<file path="src/rtl/vga_pkg.sv">
// Shared types and constants for the parametrised VGA stream generator.
package vga_pkg;

  typedef struct packed {
    logic [7:0] r;
    logic [7:0] g;
    logic [7:0] b;
  } rgb_t;

  typedef enum logic [1:0] {
    GRID   = 2'd0,
    BARS   = 2'd1,
    SOLID  = 2'd2,
    STREAM = 2'd3
  } mode_e;

  // Element 0 is the leftmost bar (white), element 7 the rightmost (black).
  localparam logic [7:0][23:0] BAR_RGB = {
    24'h000000, 24'h0000FF, 24'hFF0000, 24'hFF00FF,
    24'h00FF00, 24'h00FFFF, 24'hFFFF00, 24'hFFFFFF
  };

  function automatic int vga_total(input int front, input int pulse, input int back, input int disp);
    return front + pulse + back + disp;
  endfunction

endpackage

</file>
<file path="src/rtl/video_if.sv">
// Video output bundle from the timing generator to the display side.
interface video_if;
  logic        CLK;
  logic [23:0] RGB;
  logic        HS;
  logic        VS;
  logic        BLANK;

  modport master (output CLK, RGB, HS, VS, BLANK);
  modport slave  (input  CLK, RGB, HS, VS, BLANK);
endinterface

</file>
<file path="src/rtl/vga_timing_core.sv">
// Line/frame counters with sync, active-area and pixel coordinate decode.
module vga_timing_core
  import vga_pkg::*;
#(
  parameter  int HDISP  = 800,
  parameter  int VDISP  = 480,
  parameter  int HFP    = 40,
  parameter  int HPULSE = 48,
  parameter  int HBP    = 40,
  parameter  int VFP    = 13,
  parameter  int VPULSE = 3,
  parameter  int VBP    = 29,
  localparam int HBLANK = HFP + HPULSE + HBP,
  localparam int VBLANK = VFP + VPULSE + VBP,
  localparam int HTOTAL = vga_total(HFP, HPULSE, HBP, HDISP),
  localparam int VTOTAL = vga_total(VFP, VPULSE, VBP, VDISP),
  localparam int HW     = $clog2(HTOTAL),
  localparam int VW     = $clog2(VTOTAL)
) (
  input  logic          pixel_clk,
  input  logic          pixel_rst,
  output logic          hs_act,
  output logic          vs_act,
  output logic          active,
  output logic          frame_start,
  output logic [HW-1:0] x,
  output logic [VW-1:0] y
);

  logic [HW-1:0] h_cnt;
  logic [VW-1:0] v_cnt;
  logic          h_last;
  logic          v_last;

  assign h_last = (h_cnt == HW'(HTOTAL - 1));
  assign v_last = (v_cnt == VW'(VTOTAL - 1));

  // h_cnt wraps at HTOTAL-1 so a line is exactly HTOTAL clocks.
  always_ff @(posedge pixel_clk) begin
    if (pixel_rst) begin
      h_cnt <= '0;
      v_cnt <= '0;
    end else if (h_last) begin
      h_cnt <= '0;
      v_cnt <= v_last ? '0 : v_cnt + VW'(1);
    end else begin
      h_cnt <= h_cnt + HW'(1);
    end
  end

  assign hs_act      = (h_cnt >= HW'(HFP)) && (h_cnt < HW'(HFP + HPULSE));
  assign vs_act      = (v_cnt >= VW'(VFP)) && (v_cnt < VW'(VFP + VPULSE));
  assign active      = (h_cnt >= HW'(HBLANK)) && (v_cnt >= VW'(VBLANK));
  assign frame_start = (h_cnt == '0) && (v_cnt == '0);
  assign x           = h_cnt - HW'(HBLANK);
  assign y           = v_cnt - VW'(VBLANK);

endmodule

</file>
<file path="src/rtl/vga_stream_gen.sv">
// VGA timing plus runtime-selectable pixel source (grid, bars, solid, FIFO stream).
module vga_stream_gen
  import vga_pkg::*;
#(
  parameter  int          HDISP     = 800,
  parameter  int          VDISP     = 480,
  parameter  int          HFP       = 40,
  parameter  int          HPULSE    = 48,
  parameter  int          HBP       = 40,
  parameter  int          VFP       = 13,
  parameter  int          VPULSE    = 3,
  parameter  int          VBP       = 29,
  parameter  logic        HS_POL    = 1'b0,
  parameter  logic        VS_POL    = 1'b0,
  parameter  int          GRID_STEP = 16,
  parameter  logic [23:0] UFLOW_RGB = 24'hFF00FF,
  localparam int          HW        = $clog2(vga_total(HFP, HPULSE, HBP, HDISP)),
  localparam int          VW        = $clog2(vga_total(VFP, VPULSE, VBP, VDISP))
) (
  input  logic        pixel_clk,
  input  logic        pixel_rst,
  input  logic [1:0]  mode,
  input  logic [23:0] solid_rgb,
  input  logic [23:0] pix_data,
  input  logic        pix_valid,
  output logic        pix_rdy,
  output logic        pix_sof,
  output logic        uflow,
  input  logic        uflow_clr,
  video_if.master     video_ifm
);

  localparam int            BAR_W  = HDISP / 8;
  localparam logic [HW-1:0] HMASK  = HW'(GRID_STEP - 1);
  localparam logic [VW-1:0] VMASK  = VW'(GRID_STEP - 1);

  logic          hs_act, vs_act, active, frame_start;
  logic [HW-1:0] x;
  logic [VW-1:0] y;
  mode_e         mode_q;
  rgb_t          solid_q;
  logic [2:0]    bar_idx;
  logic          grid_on;
  logic          underflow;
  logic [23:0]   rgb_next;
  logic [23:0]   rgb_q;
  logic          hs_q, vs_q, blank_q;

  vga_timing_core #(
    .HDISP(HDISP), .VDISP(VDISP),
    .HFP(HFP), .HPULSE(HPULSE), .HBP(HBP),
    .VFP(VFP), .VPULSE(VPULSE), .VBP(VBP)
  ) u_timing (
    .pixel_clk   (pixel_clk),
    .pixel_rst   (pixel_rst),
    .hs_act      (hs_act),
    .vs_act      (vs_act),
    .active      (active),
    .frame_start (frame_start),
    .x           (x),
    .y           (y)
  );

  // Source selection only changes on frame boundaries so a frame is never mixed.
  always_ff @(posedge pixel_clk) begin
    if (pixel_rst) begin
      mode_q  <= GRID;
      solid_q <= '0;
    end else if (frame_start) begin
      mode_q  <= mode_e'(mode);
      solid_q <= solid_rgb;
    end
  end

  assign pix_rdy   = !pixel_rst && active && (mode_q == STREAM);
  assign pix_sof   = pix_rdy && (x == '0) && (y == '0);
  assign underflow = pix_rdy && !pix_valid;
  assign grid_on   = ((x & HMASK) == '0) || ((y & VMASK) == '0);

  // Last bar starts at 7*BAR_W and absorbs any remainder of HDISP/8.
  always_comb begin
    bar_idx = '0;
    for (int i = 1; i < 8; i++) begin
      if (x >= HW'(i * BAR_W)) bar_idx = 3'(i);
    end
  end

  always_comb begin
    rgb_next = '0;
    if (active) begin
      case (mode_q)
        GRID:    rgb_next = grid_on ? 24'hFFFFFF : 24'h000000;
        BARS:    rgb_next = BAR_RGB[bar_idx];
        SOLID:   rgb_next = solid_q;
        STREAM:  rgb_next = pix_valid ? pix_data : UFLOW_RGB;
        default: rgb_next = '0;
      endcase
    end
  end

  always_ff @(posedge pixel_clk) begin
    if (pixel_rst) begin
      hs_q    <= ~HS_POL;
      vs_q    <= ~VS_POL;
      blank_q <= 1'b0;
      rgb_q   <= '0;
    end else begin
      hs_q    <= hs_act ? HS_POL : ~HS_POL;
      vs_q    <= vs_act ? VS_POL : ~VS_POL;
      blank_q <= active;
      rgb_q   <= rgb_next;
    end
  end

  // A new underflow takes priority over a clear arriving in the same cycle.
  always_ff @(posedge pixel_clk) begin
    if (pixel_rst)      uflow <= 1'b0;
    else if (underflow) uflow <= 1'b1;
    else if (uflow_clr) uflow <= 1'b0;
  end

  assign video_ifm.CLK   = pixel_clk;
  assign video_ifm.RGB   = rgb_q;
  assign video_ifm.HS    = hs_q;
  assign video_ifm.VS    = vs_q;
  assign video_ifm.BLANK = blank_q;

endmodule

</file>
<file path="src/flat_wrapper.sv">
// flat-port wrapper written by rule: the top's interface ports become plain ports
module vga_stream_gen_flat import vga_pkg::*;
#(
  parameter  int          HDISP     = 800,
  parameter  int          VDISP     = 480,
  parameter  int          HFP       = 40,
  parameter  int          HPULSE    = 48,
  parameter  int          HBP       = 40,
  parameter  int          VFP       = 13,
  parameter  int          VPULSE    = 3,
  parameter  int          VBP       = 29,
  parameter  logic        HS_POL    = 1'b0,
  parameter  logic        VS_POL    = 1'b0,
  parameter  int          GRID_STEP = 16,
  parameter  logic [23:0] UFLOW_RGB = 24'hFF00FF,
  localparam int          HW        = $clog2(vga_total(HFP, HPULSE, HBP, HDISP)),
  localparam int          VW        = $clog2(vga_total(VFP, VPULSE, VBP, VDISP))
)
  (pixel_clk, pixel_rst, mode, solid_rgb, pix_data, pix_valid, pix_rdy, pix_sof, uflow, uflow_clr, video_ifm_CLK, video_ifm_RGB, video_ifm_HS, video_ifm_VS, video_ifm_BLANK);
  video_if video_ifm_i ();
  input  logic pixel_clk;
  input  logic pixel_rst;
  input  logic [1:0] mode;
  input  logic [23:0] solid_rgb;
  input  logic [23:0] pix_data;
  input  logic pix_valid;
  output logic pix_rdy;
  output logic pix_sof;
  output logic uflow;
  input  logic uflow_clr;
  output wire logic [$bits(video_ifm_i.CLK)-1:0] video_ifm_CLK;
  output wire logic [$bits(video_ifm_i.RGB)-1:0] video_ifm_RGB;
  output wire logic [$bits(video_ifm_i.HS)-1:0] video_ifm_HS;
  output wire logic [$bits(video_ifm_i.VS)-1:0] video_ifm_VS;
  output wire logic [$bits(video_ifm_i.BLANK)-1:0] video_ifm_BLANK;
  assign video_ifm_CLK = video_ifm_i.CLK;
  assign video_ifm_RGB = video_ifm_i.RGB;
  assign video_ifm_HS = video_ifm_i.HS;
  assign video_ifm_VS = video_ifm_i.VS;
  assign video_ifm_BLANK = video_ifm_i.BLANK;
  vga_stream_gen #(.HDISP(HDISP), .VDISP(VDISP), .HFP(HFP), .HPULSE(HPULSE), .HBP(HBP), .VFP(VFP), .VPULSE(VPULSE), .VBP(VBP), .HS_POL(HS_POL), .VS_POL(VS_POL), .GRID_STEP(GRID_STEP), .UFLOW_RGB(UFLOW_RGB)) u_core (.pixel_clk(pixel_clk), .pixel_rst(pixel_rst), .mode(mode), .solid_rgb(solid_rgb), .pix_data(pix_data), .pix_valid(pix_valid), .pix_rdy(pix_rdy), .pix_sof(pix_sof), .uflow(uflow), .uflow_clr(uflow_clr), .video_ifm(video_ifm_i));
endmodule
</file>
<file path="config.mk">
export PLATFORM = sky130hd
export DESIGN_NAME = vga_stream_gen_flat
export DESIGN_NICKNAME = d
export VERILOG_FILES = /design/src/rtl/vga_pkg.sv /design/src/rtl/video_if.sv /design/src/rtl/vga_timing_core.sv /design/src/rtl/vga_stream_gen.sv /design/src/flat_wrapper.sv
export SDC_FILE = /design/constraint.sdc
export NUM_CORES = 1
export LEC_CHECK = 0
export ABC_AREA = 0
export CORE_MARGIN = 4
export CORE_UTILIZATION = 35
export CTS_CLUSTER_DIAMETER = 50
export DETAILED_ROUTE_END_ITERATION = 8
export SLEW_MARGIN = 20
export SYNTH_ARGS = -nofsm -noshare
export SYNTH_HDL_FRONTEND = slang
export SYNTH_SLANG_ARGS = --single-unit
export TNS_END_PERCENT = 10
</file>
<file path="constraint.sdc">
create_clock -name pixel_clk -period 4.32 [get_ports pixel_clk]
set_clock_uncertainty 0.05 [all_clocks]
set_input_delay 1.08 -clock pixel_clk [delete_from_list [all_inputs] [get_ports pixel_clk]]
set_output_delay 1.08 -clock pixel_clk [all_outputs]
set_load 0.1 [all_outputs]
</file>
# Word level (Yosys, flattened, before mapping)
# Memory sizes are Yosys's and may differ from the RTL's.
# Cells that the tools add are included.
# word_totals
ff_bits,74
mem_bits_ro,192
in_bits,54
output_inout_bits,31
wordCells,74
memories,1
# classes
add_sub_neg,4
magnitude_cmp,14
eq_ne,5
muxes,16
bitwise_logic,1
n_reduce_logical,22
# memory_table
memory,words,word_bits,read_ports,rd_clocked_by_memory_dff,wr,line_no,text
(no name shown),8,24,1,0,0,vga_stream_gen.sv:93,BARS: rgb_next = BAR_RGB[bar_idx];
# ops
cell,count
$pmux W24 S4,1
$mux W24,3
$logic_not A10 Y1,6
$ge A10 B9 Y1 const B,3
$add A10 B1 Y10 const B,2
$eq A10 B10 Y1 const B,2
$ge A10 B10 Y1 const B,2
$ge A10 B6 Y1 const B,2
$ge A10 B8 Y1 const B,2
$mux W3,4
$ge A10 B4 Y1 const B,1
$ge A10 B7 Y1 const B,1
$lt A10 B5 Y1 const B,1
$lt A10 B7 Y1 const B,1
$mux W10,1
$sub A10 B6 Y10 const B,1
$sub A10 B8 Y10 const B,1
$logic_and A1 B1 Y1,9
$mux W1,5
$eq A2 B2 Y1 const B,2
$lt A3 B4 Y1 const B,1
$mux W2,2
$reduce_or A2 Y1,2
$eq A2 B1 Y1 const B,1
5 further kinds,6

# Longest topological paths before layout
# Gate-level depths: netlist of the first run.
# depth
depth_word,12
ltp_mapped,10
ltp_nobuf,8

# Modules after synthesis
# Synthesis of the first run repeated with hierarchy kept, for this count alone.
# unflattened
cells_unflattened,399
area_unflattened_um2,3676.0
# modules_own_cells
module,n_inst,cells_each,area_per_inst_um2,seq_area_each_um2
vga_stream_gen,1,221,2185.8,1081.0
vga_timing_core,1,178,1490.2,400.4

==> reports/metrics.cfg, run 1 <==
[setup_path]
path_buf_inv = 3
cp_max_fo = 2
worst_path_max_delay_cell = dlygate4sd2_1
worstPathCellList = clkbuf_8, clkbuf_8, dlygate4sd2_1
cp-start-kind = clock port
cp.required_ns = 3.19
crit_arrival_ns = 2.96
r2r_start = u_core.u_timing.h_cnt[7]
cp_slowest_stage_delay_ns = 0.58
r2r-end = u_core.video_ifm.RGB[1]
r2r_slack_ns = 1.67
cp-end-kind = output port
cpMostUsedCell = clkbuf_8
r2r_cells = 7
timing_worst_setup_path_type = clk2out
crit_family = buffers and inverters

[synth]
syn_avg_cell_area_um2 = 9.303
netlist_area_um2 = 3591
synth_seq_area_share_pct = 41.25
ys.warnings.count = 0
yosysTopAreaCellShare_pct = 41.25
yosys.area_share.adder_pct = 3.484
synth_cell_types = 68
async_reset_ff_share_pct = 0
yosys.area_share.simple_pct = 18.15
muxShareOfSynthArea_pct = 7.526
syn_nets = 450
synth_compound_area_share_pct = 18.01
synth_area_leaders = dfxtp_1 (41%), mux2i_1 (7.5%), nor2_1 (5.7%)
synthCells = 386
synth_xor_area_share_pct = 4.599
ys.flop_type = dfxtp_1
synth_edf_count = 0
synth_top_family_by_area = simple AND/OR/NAND/NOR gates
yosys.area.top_type = dfxtp_1
ys_seq_elements = 74

[power]
vdd_drop_max_v = 0.0002604
total_leakage_power_nw = 1.749
p_per_area_nw_per_um2 = 351.9

[min_path]
min_to = u_core.uflow
hp-start = u_core.uflow
min_path_cells = 2
hold_path.class = reg2reg

[clocking]
clk_latency_ns = 0.46
post_cts_buffers = 0
cts_tree = yes
clk_pin_slew_ns = 0.08
ctsHoldBuffers = 0

[timing]
setup_ws_ns = 0.2263
slew_violations = 0
worstMarginPinSlew_ns = 1.022
finalSetupTns_ns = 0
rsz0062_at_grt = false
setup_violations = 0
finalHoldViolCount = 0
fin_hold_ws_ns = 0.4231
relSlewSlack_pct = 31.64

[layout]
multi_input_area_um2 = 1878
fill_cells = 950
fin_area_um2 = 4728
layout-drive-gt1-share_pct = 9.462
diodes = 0
final_cell_mix = clkdlybuf4s50_1 (81), dfxtp_1 (74), nor2_1 (55), mux2i_1 (27), a21oi_1 (26)
nets = 524
layout.cells.non_filler = 598
regArea_um2 = 1481
final_common_cell = clkdlybuf4s50_1
syn2layout_area_growth_pct = 31.67

[floorplanning]
rows = 36
core_um2 = 9864
ios = 85
start_util_pct = 36.40
die_x_um = 109.3
die-area_um2 = 11940
chipHeight_um = 109.3

[drt]
wl_mm = 9.209
drt-initial-drc-count = 151
dr.pass1.iters = 4
postRouteAntennaNets = 0
drc = 0
vias = 3030
routedWlPerCell_um = 15.40
viasPerCell = 5.067

[outcome]
outcome = finished, final reports clean

[global_route]
grt_usage_pct = 15.86
overflow = 0
grt_pass1_wl_mm = 14.86
grt_pass1_vias = 2960
grt_max_degree = 34
antenna_found_initial = 0

[job]
drv_cap = 0

[placement]
dp_slack_ns = 0.09040
dp.cells = 579
post_dp_cell_area_um2 = 4478
numPortBuffers = 84
gp_congestion = 0.8938
dp_hpwl_mm = 6.567

metrics by stage:
step,power (W),utilization [%]
6_report,0.001664,47.93
5_1_grt,0.001754,47.93
2_1_floorplan,0.0009774,-
3_5_place_dp,0.001050,45.40
4_1_cts,0.001692,47.93
3_3_place_gp,0.001048,45.40
worst reg2reg max path: stages (launching register included):
cell and delay, ns:
dfxtp_1 0.59, inv_1 0.18, ha_1 0.29, xnor2_2 0.27, o311ai_1 0.18, o311a_1 0.40
o311ai_4 0.39, o21ai_0 0.17
cell type report:
cell class	instances	area share, %
tap	133	3.519
clock buffer	13	3.678
timing repair buffer	88	18.79
sequential	74	31.33
inverter	13	1.138
multi-input combinational	270	39.72
clock inverter	7	1.826
routing by layer:
layer	wire [um]	up-vias	track usage, %	part of all wire, %
li1	-	1529	-	-
met1	4209	1394	20.97	46
met2	4289	96	25.75	47
met3	589	11	4.463	6.4
met4	120	0	3.740	1.3
met5	0	-	0	0
power by group:
group          internal, W  total (W)  leakage [nW]  switching, W
clock             0.000346   0.000721         0.131      0.000375
combinational     0.000109   0.000215          1.02      0.000106
sequential        0.000709   0.000728         0.602     0.0000185
state kept, by name, summed over array words and instances (netlist names):
signal / flops
u_core.u_timing.h_cnt: 10
u_core.mode_q: 2
u_core.video_ifm.BLANK: 1
u_core.u_timing.v_cnt: 10
u_core.video_ifm.RGB: 24
u_core.video_ifm.HS: 1
u_core.uflow: 1
u_core.video_ifm.VS: 1
u_core.solid_q: 24
how the worst max path moves through the flow:
stage | to | from | cells past startpoint
after global routing | video_ifm_CLK | pixel_clk | 3
after CTS | video_ifm_CLK | pixel_clk | 3
final | video_ifm_CLK | pixel_clk | 3
after floorplan | pix_sof | pixel_rst | 7
after global placement | video_ifm_CLK | pixel_clk | 1
after detailed placement | video_ifm_CLK | pixel_clk | 1
cells in the mapped netlist (2+ instances only):
cell       n
ha_1      10
inv_1     12
buf_6      3
a21o_1     2
o21ai_1    2
xnor2_1    9
o311ai_0   2
nand4_1    8
buf_4      2
buf_2     13
and4_1     2
a21oi_1   26
mux2i_1   27
o22a_1     8
nor2_1    55
clkbuf_1   6
nor4bb_1   2
and3_1     4
nand2_1   18
nor2b_1    3
nor3_1     6
buf_12     2
o21a_1     2
and2_1     3
or4_2      2
a22oi_1    9
dfxtp_1   74
o21ai_0   15
o221ai_1   8
xor2_1     8
nand3_1    2
or3_1      3
nor4b_1    3
cells by family (layout without fill, tap and decap cells):
group | count (synthesis) | count (layout)
mux | 27 | 27
buf+inv | 42 | 121
flops | 74 | 74
xor+xnor | 18 | 18
fa+ha+maj | 10 | 10
simple gates | 125 | 125
compound gates | 90 | 90
timing repair:
item                                    4_1_cts  5_1_grt
endpoints found under the hold margin         0        0
resized for setup                             1        0
endpoints found under the setup margin        1        0
(Power assumes the default switching activity.)
==> inputs of run 2 (changes only) <==
Settings changed: CORE_ASPECT_RATIO from default to 1.1, CORE_MARGIN 4 to 2, CTS_CLUSTER_SIZE from default to 14.
==> run 2 against run 1 <==
Effect of this change: clock power is 4.3% lower; combinational power down 2%; core utilization decreased by 0.69 points; worst setup slack got worse by 0.0039 ns; critical path type unchanged; power decreased by 1.9%; via count grew 0.13%; first-iteration DRC count decreased by 16%; worst hold slack gained 0.0068 ns; largest cell class unchanged.
==> reports/metrics.cfg, run 2 (synthesized netlist as in run 1, its figures left out) <==
[outcome]
outcome = finished, final reports clean

[min_path]
hold_path.class = reg2reg
hp-start = u_core.uflow
min_path_cells = 2
min_to = u_core.uflow

[drt]
wl_mm = 9.182
viasPerCell = 5.195
drc = 0
vias = 3034
dr.pass1.iters = 4
postRouteAntennaNets = 0
routedWlPerCell_um = 15.72
drt-initial-drc-count = 127

[timing]
rsz0062_at_grt = false
slew_violations = 0
relSlewSlack_pct = 32.59
finalHoldViolCount = 0
setup_ws_ns = 0.2224
finalSetupTns_ns = 0
worstMarginPinSlew_ns = 1.008
fin_hold_ws_ns = 0.4299
setup_violations = 0

[layout]
syn2layout_area_growth_pct = 30.73
layout-drive-gt1-share_pct = 9.267
final_cell_mix = clkdlybuf4s50_1 (81), dfxtp_1 (74), nor2_1 (55), mux2i_1 (27), a21oi_1 (26)
fill_cells = 950
diodes = 0
layout.cells.non_filler = 584
nets = 524
final_common_cell = clkdlybuf4s50_1

[placement]
dp.cells = 566
dp_slack_ns = 0.09040
numPortBuffers = 84
dp_hpwl_mm = 6.456
gp_congestion = 0.9016

[floorplanning]
rows = 38
start_util_pct = 36.14
core_um2 = 9937
die_x_um = 100.6
die-area_um2 = 11090
chipHeight_um = 110.2
ios = 85

[setup_path]
cp-end-kind = output port
r2r_start = u_core.u_timing.h_cnt[7]
cp_max_fo = 2
cp-start-kind = clock port
r2r_cells = 7
r2r_slack_ns = 1.65
cp.required_ns = 3.19
timing_worst_setup_path_type = clk2out
r2r-end = u_core.video_ifm.RGB[2]
crit_arrival_ns = 2.97

[job]
drv_cap = 0

[global_route]
antenna_found_initial = 0
grt_pass1_vias = 2956
grt_max_degree = 34
grt_pass1_wl_mm = 14.69
overflow = 0
grt_usage_pct = 17.19

[power]
pwr-share-comb_pct = 12.9
netSwitchingFraction_pct = 28.76
p_seq_share_pct = 44.8
switching_power_w = 0.0004696
cellInternalPower_w = 0.001163
p_per_area_nw_per_um2 = 347.8
p_clk_share_pct = 42.3
vdd_drop_max_v = 0.0002439
total_leakage_power_nw = 1.740

[clocking]
clk_latency_ns = 0.46
cts_tree = yes
post_cts_buffers = 0
clk_pin_slew_ns = 0.07

## run 2: worst max path at each step
stage | endpoint | start
6_report | video_ifm_CLK | pixel_clk
4_1_cts | video_ifm_CLK | pixel_clk
5_1_grt | video_ifm_CLK | pixel_clk
3_3_place_gp | video_ifm_CLK | pixel_clk
2_1_floorplan | pix_sof | pixel_rst
3_5_place_dp | video_ifm_CLK | pixel_clk
## run 2: metal layers
layer,global-route usage [%],routed length (um),up-vias
met5,0,0,-
met1,21.28,4245,1430
met3,5.107,393,7
met4,7.241,95,0
met2,27.95,4448,70
li1,-,-,1527
## run 2: power groups by stage
stage	logic, W	clock network [W]	registers, W
finish	0.000211	0.000690	0.000731
floorplan	0.000153	0.0000874	0.000737
global route	0.000232	0.000747	0.000735
CTS	0.000213	0.000709	0.000731
detailed placement	0.000211	0.0000909	0.000747
global placement	0.000210	0.0000909	0.000746
## run 2: per-stage QoR
stage / instance area [um2] / utilization, % / power [W]
2_1_floorplan: 3603 / - / 0.0009774
3_3_place_gp: 4462 / 44.90 / 0.001047
3_5_place_dp: 4462 / 44.90 / 0.001049
4_1_cts: 4695 / 47.24 / 0.001653
5_1_grt: 4695 / 47.24 / 0.001713
6_report: 4695 / 47.24 / 0.001633
## run 2: layout make-up
type	instances	area (um2)	area share [%]
Sequential cell	74	1481	31.56
Inverter	13	53.80	1.146
Multi-Input combinational cell	270	1878	40.01
Clock buffer	14	187.7	3.998
Tap cell	120	150.1	3.198
Timing Repair Buffer	88	888.4	18.92
Clock inverter	5	55.05	1.173
## run 2: timing repair
item / CTS / global route
setup endpoints to repair: 1 / 0
hold buffers: 0 / 0
resized for setup: 1 / 0
## run 2: worst max-delay path, cell delays in order
cell           delay (ns)
clkbuf_8             0.11
clkbuf_8             0.11
dlygate4sd2_1        0.58
